`config.mk`:
```
export PLATFORM = sky130hd
export DESIGN_NAME = hdmi_island_scheduler
export DESIGN_NICKNAME = d
export VERILOG_FILES = /design/src/rtl/hdmi_pkg.sv /design/src/rtl/rr_arbiter.sv /design/src/rtl/hdmi_island_scheduler.sv
export SDC_FILE = /design/constraint.sdc
export NUM_CORES = 1
export LEC_CHECK = 0
export ABC_AREA = 1
export BUFFER_PORTS_ARGS = -buffer_cell sky130_fd_sc_hd__buf_4
export CORE_MARGIN = 8
export CORE_UTILIZATION = 55
export CTS_BUF_LIST = sky130_fd_sc_hd__clkbuf_4 sky130_fd_sc_hd__clkbuf_8
export CTS_CLUSTER_DIAMETER = 100
export CTS_CLUSTER_SIZE = 25
export DETAILED_ROUTE_END_ITERATION = 8
export PLACE_DENSITY = 0.76
export RECOVER_POWER = 50
export SLEW_MARGIN = 20
export SYNTH_ARGS = -nofsm -noshare
export SYNTH_HDL_FRONTEND = slang
export SYNTH_SLANG_ARGS = --single-unit
```
`constraint.sdc`:
```
create_clock -name pix_clk -period 4.7 [get_ports pix_clk]
set_input_delay 0.705 -clock pix_clk [delete_from_list [all_inputs] [get_ports pix_clk]]
set_output_delay 0.705 -clock pix_clk [all_outputs]
set_load 0.01 [all_outputs]
```
`src/rtl/hdmi_pkg.sv`:
```
// Shared HDMI data-island definitions: period encoding for the TMDS encoders and island timing.
// Used by hdmi_island_scheduler for its period timers and blank-room checks.
package hdmi_pkg;

  typedef enum logic [1:0] {
    P_CTRL     = 2'd0,
    P_PREAMBLE = 2'd1,
    P_GUARD    = 2'd2,
    P_DATA     = 2'd3
  } period_t;

  localparam int PREAMBLE_LEN = 8;
  localparam int GUARD_LEN    = 2;
  localparam int PKT_LEN      = 32;

  // Cycles from the first preamble cycle to the last trailing guard cycle for k packets.
  function automatic int min_island_len(input int k);
    return PREAMBLE_LEN + 2 * GUARD_LEN + k * PKT_LEN;
  endfunction

endpackage

```
`src/rtl/rr_arbiter.sv`:
```
// Round-robin arbiter: lowest requesting index at or above the pointer wins, wrapping around.
// The pointer only moves past the winner when the caller commits the decision with advance.
module rr_arbiter #(
  parameter int N = 4
) (
  input  logic         pix_clk,
  input  logic         reset,
  input  logic [N-1:0] req,
  input  logic         advance,
  output logic [N-1:0] gnt,
  output logic         any
);

  localparam int PW = (N > 1) ? $clog2(N) : 1;

  logic [PW-1:0] r_ptr;
  logic [PW-1:0] w_win;
  logic [N-1:0]  w_upper;

  assign any = |req;

  always_comb begin
    w_upper = '0;
    for (int i = 0; i < N; i++) begin
      w_upper[i] = req[i] && (i >= int'(r_ptr));
    end
    // Scan downwards so the lowest qualifying index is the one left standing.
    w_win = '0;
    for (int i = N - 1; i >= 0; i--) begin
      if (w_upper != '0) begin
        if (w_upper[i]) w_win = PW'(i);
      end else if (req[i]) begin
        w_win = PW'(i);
      end
    end
    gnt = '0;
    if (any) gnt[w_win] = 1'b1;
  end

  always_ff @(posedge pix_clk or posedge reset) begin
    if (reset) begin
      r_ptr <= '0;
    end else if (advance && any) begin
      r_ptr <= (int'(w_win) == N - 1) ? '0 : w_win + 1'b1;
    end
  end

endmodule

```
`src/rtl/hdmi_island_scheduler.sv`:
```
// Sequences HDMI data islands inside blanking and shares the island between N_REQ packet sources.
// Define HDMI_ISLAND_STATS_EN to add the island_cnt / pkt_cnt statistics outputs.
module hdmi_island_scheduler
  import hdmi_pkg::*;
#(
  parameter int N_REQ     = 4,
  parameter int MAX_PKTS  = 18,
  parameter int CTRL_LEAD = 12,
  parameter int CTRL_TAIL = 12,
  parameter int CW        = 12
) (
  input  logic             pix_clk,
  input  logic             reset,
  input  logic             blank,
  input  logic [CW-1:0]    blank_left,
  input  logic [N_REQ-1:0] req,
  output logic [N_REQ-1:0] grant,
  output logic             null_pkt,
  output logic [4:0]       pkt_idx,
  output logic [1:0]       mode,
  output logic             busy,
  output logic             overrun
`ifdef HDMI_ISLAND_STATS_EN
  ,
  output logic [15:0]      island_cnt,
  output logic [15:0]      pkt_cnt
`endif
);

  // state       | meaning
  // S_IDLE      | control period; waits for lead time, a request and room left in the blank
  // S_PREAMBLE  | data-island preamble
  // S_LGUARD    | leading guard band; its last cycle arbitrates the first packet
  // S_DATA      | packet words; word 31 arbitrates the next packet or closes the island
  // S_TGUARD    | trailing guard band, then back to idle
  localparam logic [2:0] S_IDLE     = 3'd0;
  localparam logic [2:0] S_PREAMBLE = 3'd1;
  localparam logic [2:0] S_LGUARD   = 3'd2;
  localparam logic [2:0] S_DATA     = 3'd3;
  localparam logic [2:0] S_TGUARD   = 3'd4;

  localparam int LW        = (CTRL_LEAD > 0) ? $clog2(CTRL_LEAD + 1) : 1;
  localparam int NW        = $clog2(MAX_PKTS + 1);
  localparam int START_MIN = min_island_len(1) + CTRL_TAIL;
  localparam int CONT_MIN  = 1 + PKT_LEN + GUARD_LEN + CTRL_TAIL;

  logic [2:0]       r_state;
  logic [2:0]       r_tmr;
  logic [LW-1:0]    r_lead;
  logic [NW-1:0]    r_npkt;
  logic [N_REQ-1:0] r_grant;
  logic             r_null;
  logic [4:0]       r_pkt_idx;
  period_t          r_mode;
  logic             r_busy;
  logic             r_overrun;

  logic             w_active;
  logic             w_start;
  logic             w_last_word;
  logic             w_cont;
  logic             w_arb_slot;
  logic             w_advance;
  logic             w_any;
  logic [N_REQ-1:0] w_gnt;

  rr_arbiter #(.N(N_REQ)) u_arb (
    .pix_clk (pix_clk),
    .reset   (reset),
    .req     (req),
    .advance (w_advance),
    .gnt     (w_gnt),
    .any     (w_any)
  );

  assign w_active    = (r_state != S_IDLE);
  assign w_start     = blank && w_any && (r_lead == LW'(CTRL_LEAD)) &&
                       (blank_left >= CW'(START_MIN));
  assign w_last_word = (r_state == S_DATA) && (r_pkt_idx == 5'(PKT_LEN - 1));
  assign w_cont      = w_any && (r_npkt < NW'(MAX_PKTS)) && (blank_left >= CW'(CONT_MIN));
  assign w_arb_slot  = ((r_state == S_LGUARD) && (r_tmr == '0)) || (w_last_word && w_cont);
  // A blank drop on the arbitration cycle aborts the island, so the pointer must not move.
  assign w_advance   = w_arb_slot && blank;

  always_ff @(posedge pix_clk or posedge reset) begin
    if (reset) begin
      r_state   <= S_IDLE;
      r_tmr     <= '0;
      r_lead    <= '0;
      r_npkt    <= '0;
      r_grant   <= '0;
      r_null    <= 1'b0;
      r_pkt_idx <= '0;
      r_mode    <= P_CTRL;
      r_busy    <= 1'b0;
      r_overrun <= 1'b0;
    end else begin
      r_lead  <= !blank ? '0 : ((r_lead == LW'(CTRL_LEAD)) ? r_lead : r_lead + 1'b1);
      r_grant <= '0;
      if (w_active && !blank) begin
        r_state   <= S_IDLE;
        r_mode    <= P_CTRL;
        r_busy    <= 1'b0;
        r_null    <= 1'b0;
        r_pkt_idx <= '0;
        r_overrun <= 1'b1;
      end else begin
        case (r_state)
          S_IDLE: begin
            if (w_start) begin
              r_state <= S_PREAMBLE;
              r_tmr   <= 3'(PREAMBLE_LEN - 1);
              r_mode  <= P_PREAMBLE;
              r_busy  <= 1'b1;
              r_npkt  <= '0;
            end
          end
          S_PREAMBLE: begin
            if (r_tmr == '0) begin
              r_state <= S_LGUARD;
              r_tmr   <= 3'(GUARD_LEN - 1);
              r_mode  <= P_GUARD;
            end else begin
              r_tmr <= r_tmr - 1'b1;
            end
          end
          S_LGUARD: begin
            if (r_tmr == '0) begin
              r_state   <= S_DATA;
              r_mode    <= P_DATA;
              r_pkt_idx <= '0;
              r_grant   <= w_gnt;
              r_null    <= !w_any;
              r_npkt    <= NW'(1);
            end else begin
              r_tmr <= r_tmr - 1'b1;
            end
          end
          S_DATA: begin
            if (w_last_word) begin
              r_pkt_idx <= '0;
              if (w_cont) begin
                r_grant <= w_gnt;
                r_null  <= 1'b0;
                r_npkt  <= r_npkt + 1'b1;
              end else begin
                r_state <= S_TGUARD;
                r_tmr   <= 3'(GUARD_LEN - 1);
                r_mode  <= P_GUARD;
                r_null  <= 1'b0;
              end
            end else begin
              r_pkt_idx <= r_pkt_idx + 1'b1;
            end
          end
          S_TGUARD: begin
            if (r_tmr == '0) begin
              r_state <= S_IDLE;
              r_mode  <= P_CTRL;
              r_busy  <= 1'b0;
            end else begin
              r_tmr <= r_tmr - 1'b1;
            end
          end
          default: begin
            r_state <= S_IDLE;
            r_mode  <= P_CTRL;
            r_busy  <= 1'b0;
          end
        endcase
      end
    end
  end

  assign grant    = r_grant;
  assign null_pkt = r_null;
  assign pkt_idx  = r_pkt_idx;
  assign mode     = r_mode;
  assign busy     = r_busy;
  assign overrun  = r_overrun;

`ifdef HDMI_ISLAND_STATS_EN
  logic [15:0] r_island_cnt;
  logic [15:0] r_pkt_cnt;

  always_ff @(posedge pix_clk or posedge reset) begin
    if (reset) begin
      r_island_cnt <= '0;
      r_pkt_cnt    <= '0;
    end else begin
      // Aborted islands never reach the end of the trailing guard, so they are not counted.
      if ((r_state == S_TGUARD) && (r_tmr == '0) && blank) r_island_cnt <= r_island_cnt + 1'b1;
      if (w_advance && w_any && (r_pkt_cnt != 16'hFFFF)) r_pkt_cnt <= r_pkt_cnt + 1'b1;
    end
  end

  assign island_cnt = r_island_cnt;
  assign pkt_cnt    = r_pkt_cnt;
`endif

endmodule

```
# Yosys cells after proc, flatten, opt, wreduce, memory -nomap -nowiden

Index checks and enable logic that the tools add are counted.

Bits in registers: 31
Bits of input ports: 19
Output and inout port bits: 14

Add/sub/neg operators: 5
Order comparisons: 8
Eq/ne operators: 21
Muxes and demuxes: 60
Bitwise logic cells: 1
Reduce and logical (&&, ||, !) cells: 34

Operator list:

| cell                | number |
|---|---|
| $mux 2              | 18 |
| $mux 3              | 12 |
| $mux 5              | 7 |
| $mux 4              | 7 |
| $ge 12x6->1 const B | 2 |
| $reduce_and 6->1    | 3 |
| $logic_and 1x1->1   | 15 |
| $pmux 3 s5          | 1 |
| $pmux 5 s3          | 1 |
| $ne 2x2->1 const B  | 6 |
| $pmux 3 s4          | 1 |
| $add 5x1->5 const B | 2 |
| $pmux 2 s5          | 1 |
| $pmux 5 s2          | 1 |
| $ne 3x3->1 const B  | 3 |
| $reduce_bool 3->1   | 3 |
| $pmux 4 s2          | 1 |
| $reduce_bool 4->1   | 2 |
| $mux 1              | 7 |
| $eq 3x2->1 const B  | 2 |
| $logic_not 3->1     | 2 |
| $ne 3x2->1 const B  | 2 |
| $reduce_and 3->1    | 2 |
| $eq 5x5->1 const B  | 1 |
| other kinds (24)    | 27 |

# Logic depth before layout (Yosys ltp)

Gate-level depths: netlist of run 1.

Depth in word-level cells: 17
Depth in mapped cells: 12

# Modules after synthesis

From an unflattened synthesis of run 1, not the netlist that was laid out.

Cells, all modules: 278
Area, all modules: 2094.5 um^2

By module, submodules not included:

| module                | times used | cells each | area each (um^2) | seq. area each (um^2) |
|---|---|---|---|---|
| hdmi_island_scheduler | 1          | 228        | 1773.0           | 700.7 |
| rr_arbiter            | 1          | 50         | 321.6            | 50.0 |

# Worst setup path after synthesis of run 1

No wires, ideal clock.

Path kind: input -> register
Start: input port req[2]
End: register u_arb.r_ptr[1]
Arrival: 1.690 ns
Required time: 4.583 ns
Setup slack: 2.893 ns
Stages: 10
Path through: inv_1 a21oi_1 nor2_1 a21oi_1 nand2_1 nand2_1 inv_1 ha_1 nand3_1 nand2_1

Word-level cells in the longest chain between the ends: 9
Elaborated cells between the ends (all ways): 21

Ends and longest elaborated chain:

| element                                            | RTL line                           | source |
|---|---|---|
| start, declared                                    | hdmi_island_scheduler.sv:16        | `input logic [N_REQ-1:0] req,` |
| $logic_and 1x1->1                                  | rr_arbiter.sv:25                   | `w_upper[i] = req[i] && (i >= int'(r_ptr));` |
| $reduce_bool 4->1 / $mux 2 (equally long branches) | rr_arbiter.sv:30, rr_arbiter.sv:31 |  |
| $mux 2                                             | rr_arbiter.sv:30                   | `if (w_upper != '0) begin` |
| $mux 2, on equally long branches                   | rr_arbiter.sv:32, rr_arbiter.sv:31 |  |
| $mux 2                                             | rr_arbiter.sv:30                   |  |
| $mux 2, on equally long branches                   | rr_arbiter.sv:32, rr_arbiter.sv:31 |  |
| $mux 2                                             | rr_arbiter.sv:30                   |  |
| $add 2x1->2 / $eq 2x1->1 (equally long branches)   | rr_arbiter.sv:44                   | `r_ptr <= (int'(w_win) == N - 1) ? '0 : w_win + 1'b1;` |
| $mux 2                                             | rr_arbiter.sv:44                   |  |
| end signal, assigned                               | rr_arbiter.sv:44                   |  |
| end, declared                                      | rr_arbiter.sv:16                   | `logic [PW-1:0] r_ptr;` |

Parallel ways exist; a longest one is shown, timed or not.
A chain may end at the register's enable or synchronous reset.

# Worst setup path in the final report of run 1

Start: register r_tmr[0]
End: register r_npkt[3]

Word-level cells in the longest chain between the ends: 3

Ends and longest elaborated chain:

| element                           | RTL line                     | source |
|---|---|---|
| start, declared                   | hdmi_island_scheduler.sv:48  | `logic [2:0] r_tmr;` |
| start signal, assigned            | hdmi_island_scheduler.sv:112 | `r_tmr <= 3'(PREAMBLE_LEN - 1);` |
| start signal, assigned            | hdmi_island_scheduler.sv:121 | `r_tmr <= 3'(GUARD_LEN - 1);` |
| start signal, assigned            | hdmi_island_scheduler.sv:124 | `r_tmr <= r_tmr - 1'b1;` |
| $logic_not 3->1                   | hdmi_island_scheduler.sv:128 | `if (r_tmr == '0) begin` |
| $ne 2x1->1 (no source line)       | --                           |  |
| $reduce_and 6->1 (no source line) | --                           |  |
| end signal, assigned              | hdmi_island_scheduler.sv:145 | `r_npkt <= r_npkt + 1'b1;` |
| end, declared                     | hdmi_island_scheduler.sv:50  | `logic [NW-1:0] r_npkt;` |

Every way passes these cells.

==> results.toml, run 1 <==
[clock_network]
h-tree-depth = 2
root_buffer = "clkbuf_4"
numCtsBuffers = 5
clkTransAtPathRegs_ns = 0.10
cts_sinks = 31
cts_tree = "yes"
postCtsSetupRepairBufs = 0
clk_latency_ns = 0.34
ctsLongestPathBuffers = 2
cts_resized = 0
postCtsHoldBufs = 0

[worst_setup_path]
r2r_end = "r_npkt[3]$_DFFE_PP0P_"
crit_chain = "inv_1 > ha_1 > inv_1 > nor2_1 > inv_1 > nand2_2 > nand3_2 > a21oi_4 > nand2_2 > nand2_1 > nand2_1"
endpoint = "r_npkt[3]$_DFFE_PP0P_"
arrival_ns = 2.20
crit_start = "r_tmr[0]$_DFFE_PP0P_"
path_depth = 11
startpoint_type = "register"
ff2ff_path_depth = 11
cpMaxStageDelayCell = "dfrtp_1"
path_common_cell = "inv_1"
cp-end-kind = "register"
path_buf_inv = 3
crit_type = "register to register"
cp_top_family = "simple AND/OR/NAND/NOR gates"
critPathRequiredTime_ns = 4.94
max_stage_delay_ns = 0.39
crit_fanout = 7
r2r_start = "r_tmr[0]$_DFFE_PP0P_"
ff2ff_setup_slack_ns = 2.74

[global_route]
overflow = 0
grt_antenna_before_repair = 0
grt_start_max_net_pins = 32
grt_first_pass_wirelength_um = 7320
first_global_vias = 1766
grt_usage_pct = 16.71

[synth]
synth_flop_cell = "dfrtp_1"
ys_async_sr_fraction_pct = 100.0
synth_top_cell_by_area = "dfrtp_1"
synthTopCellsByArea = "dfrtp_1 (40%), nand2_1 (16%), ha_1 (7.1%), inv_1 (6.8%), nor2_1 (6.0%)"
yosysMostFrequentCell = "nand2_1"
synth_top_cell_area_share_pct = 39.87
syn_area_sq_um = 1946
synthTopCellsByCount = "nand2_1 (81), inv_1 (35), dfrtp_1 (31), nor2_1 (31), nand3_1 (19)"
syn_area_per_cell_sq_um = 7.287
ys_ff_latch = 31
synth_enable_flop_cells = 0
synthCells = 267
synth_cell_types = 25
ys_warn_count = 0
ys_seq_area_share_pct = 39.87
syn_nets = 297

[drt]
wl_per_cell_um = 11.87
final_antenna_net_count = 0
viasPerCell = 5.091
drt_iter0_drc = 110
finalWirelength_um = 4191
drt_pass1_iterations = 4
drc = 0
vias = 1797

[power]
internal_power_mw = 0.6036
clkPwrFrac_pct = 17.2
pwr-share-comb_pct = 47.7
irDropWorstVdd_v = 0.0002839
total_power_mw = 1.072
swShare_pct = 43.71
cellLeakagePower_nw = 1.236
p_sw_mw = 0.4687
seq_power_share_pct = 35.1
powerDensity_nw_per_um2 = 466.3

[cells_and_area]
area.growth.synth_to_final_pct = 18.20
diodes = 0
nNetsFinal = 336
layout-drive-gt1-share_pct = 17.26
fin_util_pct = 68.38
final_cell_area_sq_um = 2300

[timing]
skew_ns = 0.01149
report.final.hold_viol_count = 0
fmax_mhz = 509.3
hold-worst-slack_ns = 0.4767
rsz0062_at_grt = "false"
period_share_pct = 41.78
max_slew_margin_pct = -11.13
worst_slew_pin_slew_ns = 1.667
fin_crit_ns = 1.964
tns_ns = 0
setup_violations = 0
finalMaxSlewViolations = 32

[place]
io_buffers = 32
dpl_cell_area_sq_um = 2243
post-dp-hpwl_um = 3281
gp_congestion = 0.8312

[floorplanning]
rows = 21
die-area_sq_um = 5696
die-width_um = 75.48
die_h_um = 75.48
ios = 33
start_util_pct = 57.85
core_area_sq_um = 3363

[worst_hold_path]
holdCritPathClass = "register to register"

[status]
status = "complete, but fails checks"
violations = "capacitance limit, slew limit"

[job]
cap_violations = 1
==> layout by cell type (no fill, tap or decap), types with 3 or more instances in the layout <==
cell type / Yosys / layout
nand3_1: 19 / 19
ha_1: 11 / 11
a21oi_1: 10 / 10
nand2_1: 81 / 82
nor2_1: 31 / 32
xnor2_1: 3 / 3
nand2_2: 5 / 4
xor2_1: 3 / 3
o21ai_0: 12 / 12
clkbuf_4: 0 / 7
clkbuf_1: 0 / 3
dfrtp_1: 31 / 31
buf_4: 1 / 29
nor3_1: 3 / 3
o21ai_1: 4 / 4
inv_1: 35 / 35
==> logic make-up (layout without fill, tap and decap cells) <==
family	after synthesis	after routing	share of synthesized area, %
AOI/OAI and AO/OA	30	30	9.068
xor gates and xnor gates	6	6	2.701
adders and majority gates	11	11	7.074
buffers and inverters	38	78	7.525
DFF	31	31	39.87
and+or+nand+nor	151	151	33.76
==> metal layers <==
metal,up-vias,GRT usage [%],share of wire (%)
li1,918,-,-
met1,813,19.30,44
met2,60,28.38,47
met3,6,4.868,7.7
met4,0,6.610,1.5
met5,-,0,0
==> worst min-delay path by stage <==
stage | startpoint | to | cells after the start
floorplan | r_tmr[0]$_DFFE_PP0P_ | r_tmr[0]$_DFFE_PP0P_ | 2
global placement | r_tmr[0]$_DFFE_PP0P_ | r_tmr[0]$_DFFE_PP0P_ | 2
detailed placement | r_tmr[1]$_DFFE_PP0P_ | r_tmr[1]$_DFFE_PP0P_ | 2
CTS | reset | r_state[2]$_DFFE_PP0P_ | 3
global route | r_tmr[1]$_DFFE_PP0P_ | r_tmr[1]$_DFFE_PP0P_ | 2
finish | r_tmr[1]$_DFFE_PP0P_ | r_tmr[1]$_DFFE_PP0P_ | 2
==> sequential cells by signal, summed over array words and instances, names as in the netlist, 2 cells and up <==
signal / cells
grant: 4
u_arb.r_ptr: 2
r_npkt: 5
pkt_idx: 5
r_tmr: 3
r_lead: 4
mode: 2
r_state: 3
==> per-stage QoR <==
stage	setup WS, ns	instances
detailed placement	2.636	345
finish	2.736	353
global placement	2.645	345
floorplan	2.893	267
CTS	2.733	353
global route	2.337	353
==> power by group through the flow <==
stage	registers, mW	logic (mW)	clock network [mW]
finish	0.376	0.512	0.185
floorplan	0.380	0.375	0
global route	0.385	0.586	0.200
CTS	0.376	0.519	0.190
detailed placement	0.380	0.516	0
global placement	0.380	0.505	0
==> final cells by class <==
| type | instances | area [sq um] |
|---|---|---|
| tap | 46 | 57.56 |
| multi-input combinational | 198 | 1018 |
| inverter | 37 | 138.9 |
| fill | 332 | 1064 |
| timing repair buffer | 33 | 236.5 |
| sequential | 31 | 775.7 |
| clock buffer | 8 | 72.57 |
==> worst register-to-register path: cells and delay by family (launching register included) <==
family / cells / cell delay [ns]
compound gates: 1 / 0.21
fa+ha+maj: 1 / 0.17
buf+inv: 3 / 0.32
flops: 1 / 0.39
simple gates: 6 / 0.78
Power figures use the tool's default switching activity.
==> run 2, diff against run 1 <==
==> constraint.sdc (replaced) <==
create_clock -name pix_clk -period 1.95 [get_ports pix_clk]
set_input_delay 0.2925 -clock pix_clk [delete_from_list [all_inputs] [get_ports pix_clk]]
set_output_delay 0.2925 -clock pix_clk [all_outputs]
set_load 0.01 [all_outputs]
==> run 2 against run 1 <==
The flow still finishes with violations (capacitance limit, slew limit). Clock power up 100%. Cell count is 0.28% higher. Sequential power up 140%. Maximum frequency rose by 13%. Sequential share of layout area is 0.13 points higher. Setup slack got worse by 2.5 ns. Worst hold slack got worse by 0.19 ns. Wire length down 4.6%. Utilization is 0.26 points lower. Critical path type unchanged. Critical endpoint is now mode[0]$_DFFE_PP0P_. Largest cell class unchanged.
==> results.toml, run 2 (same netlist as run 1, synthesis figures left out) <==
[timing]
fin_crit_ns = 1.731
rsz0062_at_grt = "false"
finalMaxSlewViolations = 32
tns_ns = 0
worst_slew_pin_slew_ns = 1.616
setup_violations = 0
fmax_mhz = 577.7
period_share_pct = 88.77
max_slew_margin_pct = -7.700
report.final.hold_viol_count = 0
skew_ns = 0.007883

[floorplanning]
die-width_um = 75.48
die-area_sq_um = 5696
die_h_um = 75.48
rows = 21
start_util_pct = 57.85
core_area_sq_um = 3363
ios = 33

[cells_and_area]
final-seq-area_sq_um = 775.7
finalNonFillerCells = 354
nFillCells = 326
mostFrequentLayoutCells = "nand2_1 (81), inv_1 (35), dfrtp_1 (31)"
nNetsFinal = 338
multiInputGateArea_sq_um = 1026
area.growth.synth_to_final_pct = 17.75
final_cell_area_sq_um = 2291
diodes = 0
layout-drive-gt1-share_pct = 17.21
final_common_cell = "nand2_1"

[global_route]
grt_antenna_before_repair = 0
overflow = 0
first_global_vias = 1662
grt_start_max_net_pins = 32
grt_first_pass_wirelength_um = 7051
grt_usage_pct = 15.97

[worst_setup_path]
critPathRequiredTime_ns = 2.17
cp-end-kind = "register"
crit_start = "pkt_idx[0]$_DFFE_PP0P_"
max_stage_delay_ns = 0.38
arrival_ns = 1.95
path_common_cell = "nand2_1"
r2r_start = "pkt_idx[0]$_DFFE_PP0P_"
startpoint_type = "register"
crit_type = "register to register"
cpMaxStageDelayCell = "dfrtp_1"
ff2ff_setup_slack_ns = 0.22
crit_chain = "ha_1 > inv_1 > nor3_1 > ha_1 > nand3b_1 > nand2_1 > nor2_2 > nand3_2 > nand2_1 > nand2_1"
crit_fanout = 7

[drt]
drt_iter0_drc = 119
vias = 1738
finalWirelength_um = 3999
viasPerCell = 4.910
drt_pass1_iterations = 4
drc = 0
wl_met3_um = 283
wl_met2_um = 1788
top_layer = "met4"
wl_per_cell_um = 11.30
wl_met1_um = 1868
final_antenna_net_count = 0

[job]
cap_violations = 1

[power]
cellLeakagePower_nw = 1.222
powerDensity_nw_per_um2 = 1108
irDropWorstVdd_v = 0.0006415

[clock_network]
cts_tree = "yes"
clk_latency_ns = 0.33
ctsLongestPathBuffers = 2
clkTransAtPathRegs_ns = 0.10
postCtsHoldBufs = 0
root_buffer = "clkbuf_4"
cts_sinks = 31
h-tree-depth = 2
numCtsBuffers = 5

[place]
io_buffers = 32
post-dp-hpwl_um = 3157
placedCellCount = 345
gp_congestion = 0.8462
dpl_cell_area_sq_um = 2243

[worst_hold_path]
holdCritPathClass = "input port to register"
hold_start = "blank"

[status]
status = "complete, but fails checks"
violations = "capacitance limit, slew limit"
==> run 2: final cells by class <==
type / instances / share of cell area, %
clock inverters: 1 / 0.2185
repair buffers: 35 / 10.32
multi-input cells: 198 / 44.78
inverters: 37 / 6.062
flip-flops and latches: 31 / 33.86
clock buffers: 6 / 2.239
well taps: 46 / 2.512
==> run 2: metal layers <==
layer	GRT usage, %	vias to the layer above
met5	0	-
met4	6.183	0
met3	4.342	5
met2	26.17	40
met1	19.44	776
li1	-	917
==> run 2: where the power goes <==
group,switching [mW],internal (mW)
logic,0.791,0.464
clock network,0.209,0.167
registers,0.121,0.786
==> run 2: stage by stage <==
step                total power [mW]  setup slack [ns]  hold slack (ns)  utilization, %
floorplan                      1.819            0.3386           0.3960               -
global placement               2.127            0.1962           0.4026           66.70
detailed placement             2.151            0.1202           0.4079           66.70
CTS                            2.532            0.1075          0.03817           68.38
global route                   2.803           0.01817           0.2793           68.12
finish                         2.538            0.2190           0.2850           68.12
==> run 2: final timing paths <==
path / endpoint / cells past startpoint
min in group asynchronous: u_arb.r_ptr[1]$_DFFE_PP0P_ / 3
max in group asynchronous: r_lead[2]$_DFFE_PP0P_ / 3
worst min-delay path: r_state[2]$_DFFE_PP0P_ / 3
worst min register to register: r_tmr[0]$_DFFE_PP0P_ / 2
worst max register to register: mode[0]$_DFFE_PP0P_ / 10
worst max-delay path: mode[0]$_DFFE_PP0P_ / 10
==> run 2: worst max-delay path: cells and delay by family (launching register included) <==
kind | cells | cell delay, ns
AND/OR/NAND/NOR | 7 | 0.79
buffers and inverters | 1 | 0.05
adder cells (fa/ha/maj) | 2 | 0.40
flip-flops | 1 | 0.38
==> run 2: what timing repair did <==
item | in CTS | in global routing
gates resized for setup | 0 | 2
buffers inserted | 0 | 2
endpoints found under the setup margin | 0 | 12
==> run 3, diff against run 2 <==
--- a/config.mk
+++ b/config.mk
@@ -5,7 +5,6 @@
 export SDC_FILE = /design/constraint.sdc
 export NUM_CORES = 1
 export LEC_CHECK = 0
-export ABC_AREA = 1
 export BUFFER_PORTS_ARGS = -buffer_cell sky130_fd_sc_hd__buf_4
 export CORE_MARGIN = 8
 export CORE_UTILIZATION = 55
==> run 3 against run 2 <==
The flow finishes with violations (capacitance limit, slew limit, setup timing). Cell count decreased by 6.8%. Combinational power increased by 14%. Non-clock buffer count increased by 45. Die area increased by 1.1%. Sequential share of layout area decreased by 6.7 points. Count of clock-buffer cells in the layout unchanged. Largest cell class unchanged. Highest routed layer unchanged.
==> results.toml, run 3 <==
[status]
status = "complete, but fails checks"
violations = "capacitance limit, slew limit, setup timing"

[floorplanning]
die_h_um = 75.88
die-width_um = 75.88
ios = 33
start_util_pct = 58.18
die-area_sq_um = 5757
rows = 21
core_area_sq_um = 3390

[timing]
fin_crit_ns = 2.047
fmax_mhz = 488.6
setup_violations = 8
report.final.hold_viol_count = 0
layout_setup_ws_ns = -0.09651
max_slew_margin_pct = -13.17
finalMaxSlewViolations = 32
rsz0062_at_grt = "true"
skew_ns = 0.01383
period_share_pct = 104.9
worst_slew_pin_slew_ns = 1.698

[power]
powerDensity_nw_per_um2 = 1005
total_power_mw = 2.869
irDropWorstVdd_v = 0.0005427
cellLeakagePower_nw = 1.337

[clock_network]
postCtsHoldBufs = 0
ctsLongestPathBuffers = 2
cts_sinks = 31
h-tree-depth = 2
root_buffer = "clkbuf_4"
cts_tree = "yes"
numCtsBuffers = 5
clk_latency_ns = 0.35
clkTransAtPathRegs_ns = 0.11

[worst_setup_path]
crit_chain = "inv_1 > ha_2 > nor2b_4 > o22ai_2 > o311a_1 > a211oi_2 > mux2_4"
arrival_ns = 2.29
crit_fanout = 5
critPathRequiredTime_ns = 2.20
cp-end-kind = "register"
path_buf_inv = 1
crit_type = "register to register"
cp_top_family = "compound AO/OA/AOI/OAI gates"
cpMaxStageDelayCell = "dfrtp_1"
max_stage_delay_ns = 0.40
startpoint_type = "register"

[cells_and_area]
diodes = 0
nFillCells = 195
area.growth.synth_to_final_pct = 44.80
layout-drive-gt1-share_pct = 45.42
mostFrequentLayoutCells = "buf_4 (73), dfrtp_1 (31), o21ai_0 (17)"
final_cell_area_sq_um = 2855
final_common_cell = "buf_4"
nNetsFinal = 313
fin_util_pct = 84.24

[drt]
drt_iter0_drc = 136
drc = 0
vias = 1916
finalWirelength_um = 5576
final_antenna_net_count = 0
wl_per_cell_um = 16.90
viasPerCell = 5.806
drt_pass1_iterations = 4

[global_route]
first_global_vias = 1900
grt_antenna_before_repair = 0
grt_first_pass_wirelength_um = 8680
overflow = 0
grt_start_max_net_pins = 32
grt_usage_pct = 20.00

[synth]
synth_top_cell_by_area = "dfrtp_1"
yosys.area_share.simple_pct = 18.72
synth_flop_cell = "dfrtp_1"
synth_mux_area_share_pct = 5.901
synthTopCellsByCount = "dfrtp_1 (31), o21ai_0 (18), inv_1 (15)"
syn_area_sq_um = 1972
synth_xor_area_share_pct = 0.4442
ys_async_sr_fraction_pct = 100.0
ys_seq_area_share_pct = 39.34
yosysMostFrequentCell = "dfrtp_1"
synth_top_family_by_area = "compound AO/OA/AOI/OAI gates"
synth_cell_types = 58
ys_warn_count = 0
syn_nets = 234
syn_area_per_cell_sq_um = 9.666
synth_compound_area_share_pct = 23.79
synth_top_cell_area_share_pct = 39.34
synthTopCellsByArea = "dfrtp_1 (39%), ha_1 (7.0%), o21ai_0 (4.6%), inv_1 (2.9%), mux2_2 (2.9%)"
ys_ff_latch = 31
synthAdderAreaFrac_pct = 6.980
synthCells = 204
synth_enable_flop_cells = 0

[place]
gp_congestion = 0.9721
dpl_cell_area_sq_um = 2582
post-dp-hpwl_um = 3965
io_buffers = 32

[job]
cap_violations = 1

[worst_hold_path]
holdCritPathClass = "input port to register"
[run 3: area by class of cell]
type / count / area (sq um) / share of cell area (%)
timing repair buffer: 80 / 611.8 / 21.43
tap: 46 / 57.56 / 2.016
clock inverter: 2 / 35.03 / 1.227
clock buffer: 6 / 51.30 / 1.797
inverter: 15 / 56.30 / 1.972
multi-input combinational: 150 / 1267 / 44.39
sequential: 31 / 775.7 / 27.17
[run 3: per-layer routing]
metal  up-vias  global-route usage (%)  part of all wire [%]  wire length [um]
li1        917                       -                     -                 -
met4         0                   8.316                   1.8               102
met1       930                   22.45                    42              2318
met3        10                   4.737                   4.3               241
met5         -                       0                     0                 0
met2        59                   35.17                    52              2913
[run 3: worst min-delay path, stage by stage]
cell     delay, ns
buf_4         0.12
nand3_1       0.07
o21ai_0       0.07
[run 3: through the flow]
step	TNS [ns]	worst slack (ns)	std cells	hold WS (ns)
after floorplan	-0.1523	-0.06221	204	0.3960
after global placement	-0.2713	-0.1267	315	0.3939
after detailed placement	-0.7875	-0.1873	315	0.4018
after CTS	-0.2867	-0.06949	326	0.02481
after global routing	-1.060	-0.1580	330	0.2511
final	-0.3806	-0.09651	330	0.2441
[run 3: path summary, 6_finish.rpt]
path,from,to,slack [ns],cells past startpoint
setup / recovery,r_tmr[1]$_DFFE_PP0P_,mode[1]$_DFFE_PP0P_,-0.1,7
hold / removal,blank,r_lead[0]$_DFFE_PP0P_,0.24,3
setup reg to reg,r_tmr[1]$_DFFE_PP0P_,mode[1]$_DFFE_PP0P_,-0.1,7
hold reg to reg,overrun$_DFFE_PP0P_,overrun$_DFFE_PP0P_,0.49,1
max in group asynchronous,reset,u_arb.r_ptr[0]$_DFFE_PP0P_,0.42,3
min in group asynchronous,reset,r_state[0]$_DFFE_PP0P_,0.54,3
[run 3: cells by family (layout without fill, tap and decap cells)]
group	after synthesis	count (layout)
fa+ha+maj	11	11
simple gates	62	62
flops	31	31
mux	10	10
compound gates	66	66
buf+inv	23	103
xor+xnor	1	1
[run 3: timing repair]
| item | 4_1_cts | 5_1_grt |
|---|---|---|
| resized for setup | 10 | 20 |
| pin swaps | 2 | 6 |
| setup endpoints to repair | 14 | 19 |
| setup buffers | 3 | 5 |
[run 3: where the power goes]
| group | internal (mW) | leakage, nW | switching [mW] | total (mW) |
|---|---|---|---|---|
| Sequential | 0.768 | 0.400 | 0.130 | 0.898 |
| Clock | 0.303 | 0.0482 | 0.246 | 0.548 |
| Combinational | 0.726 | 0.888 | 0.697 | 1.42 |
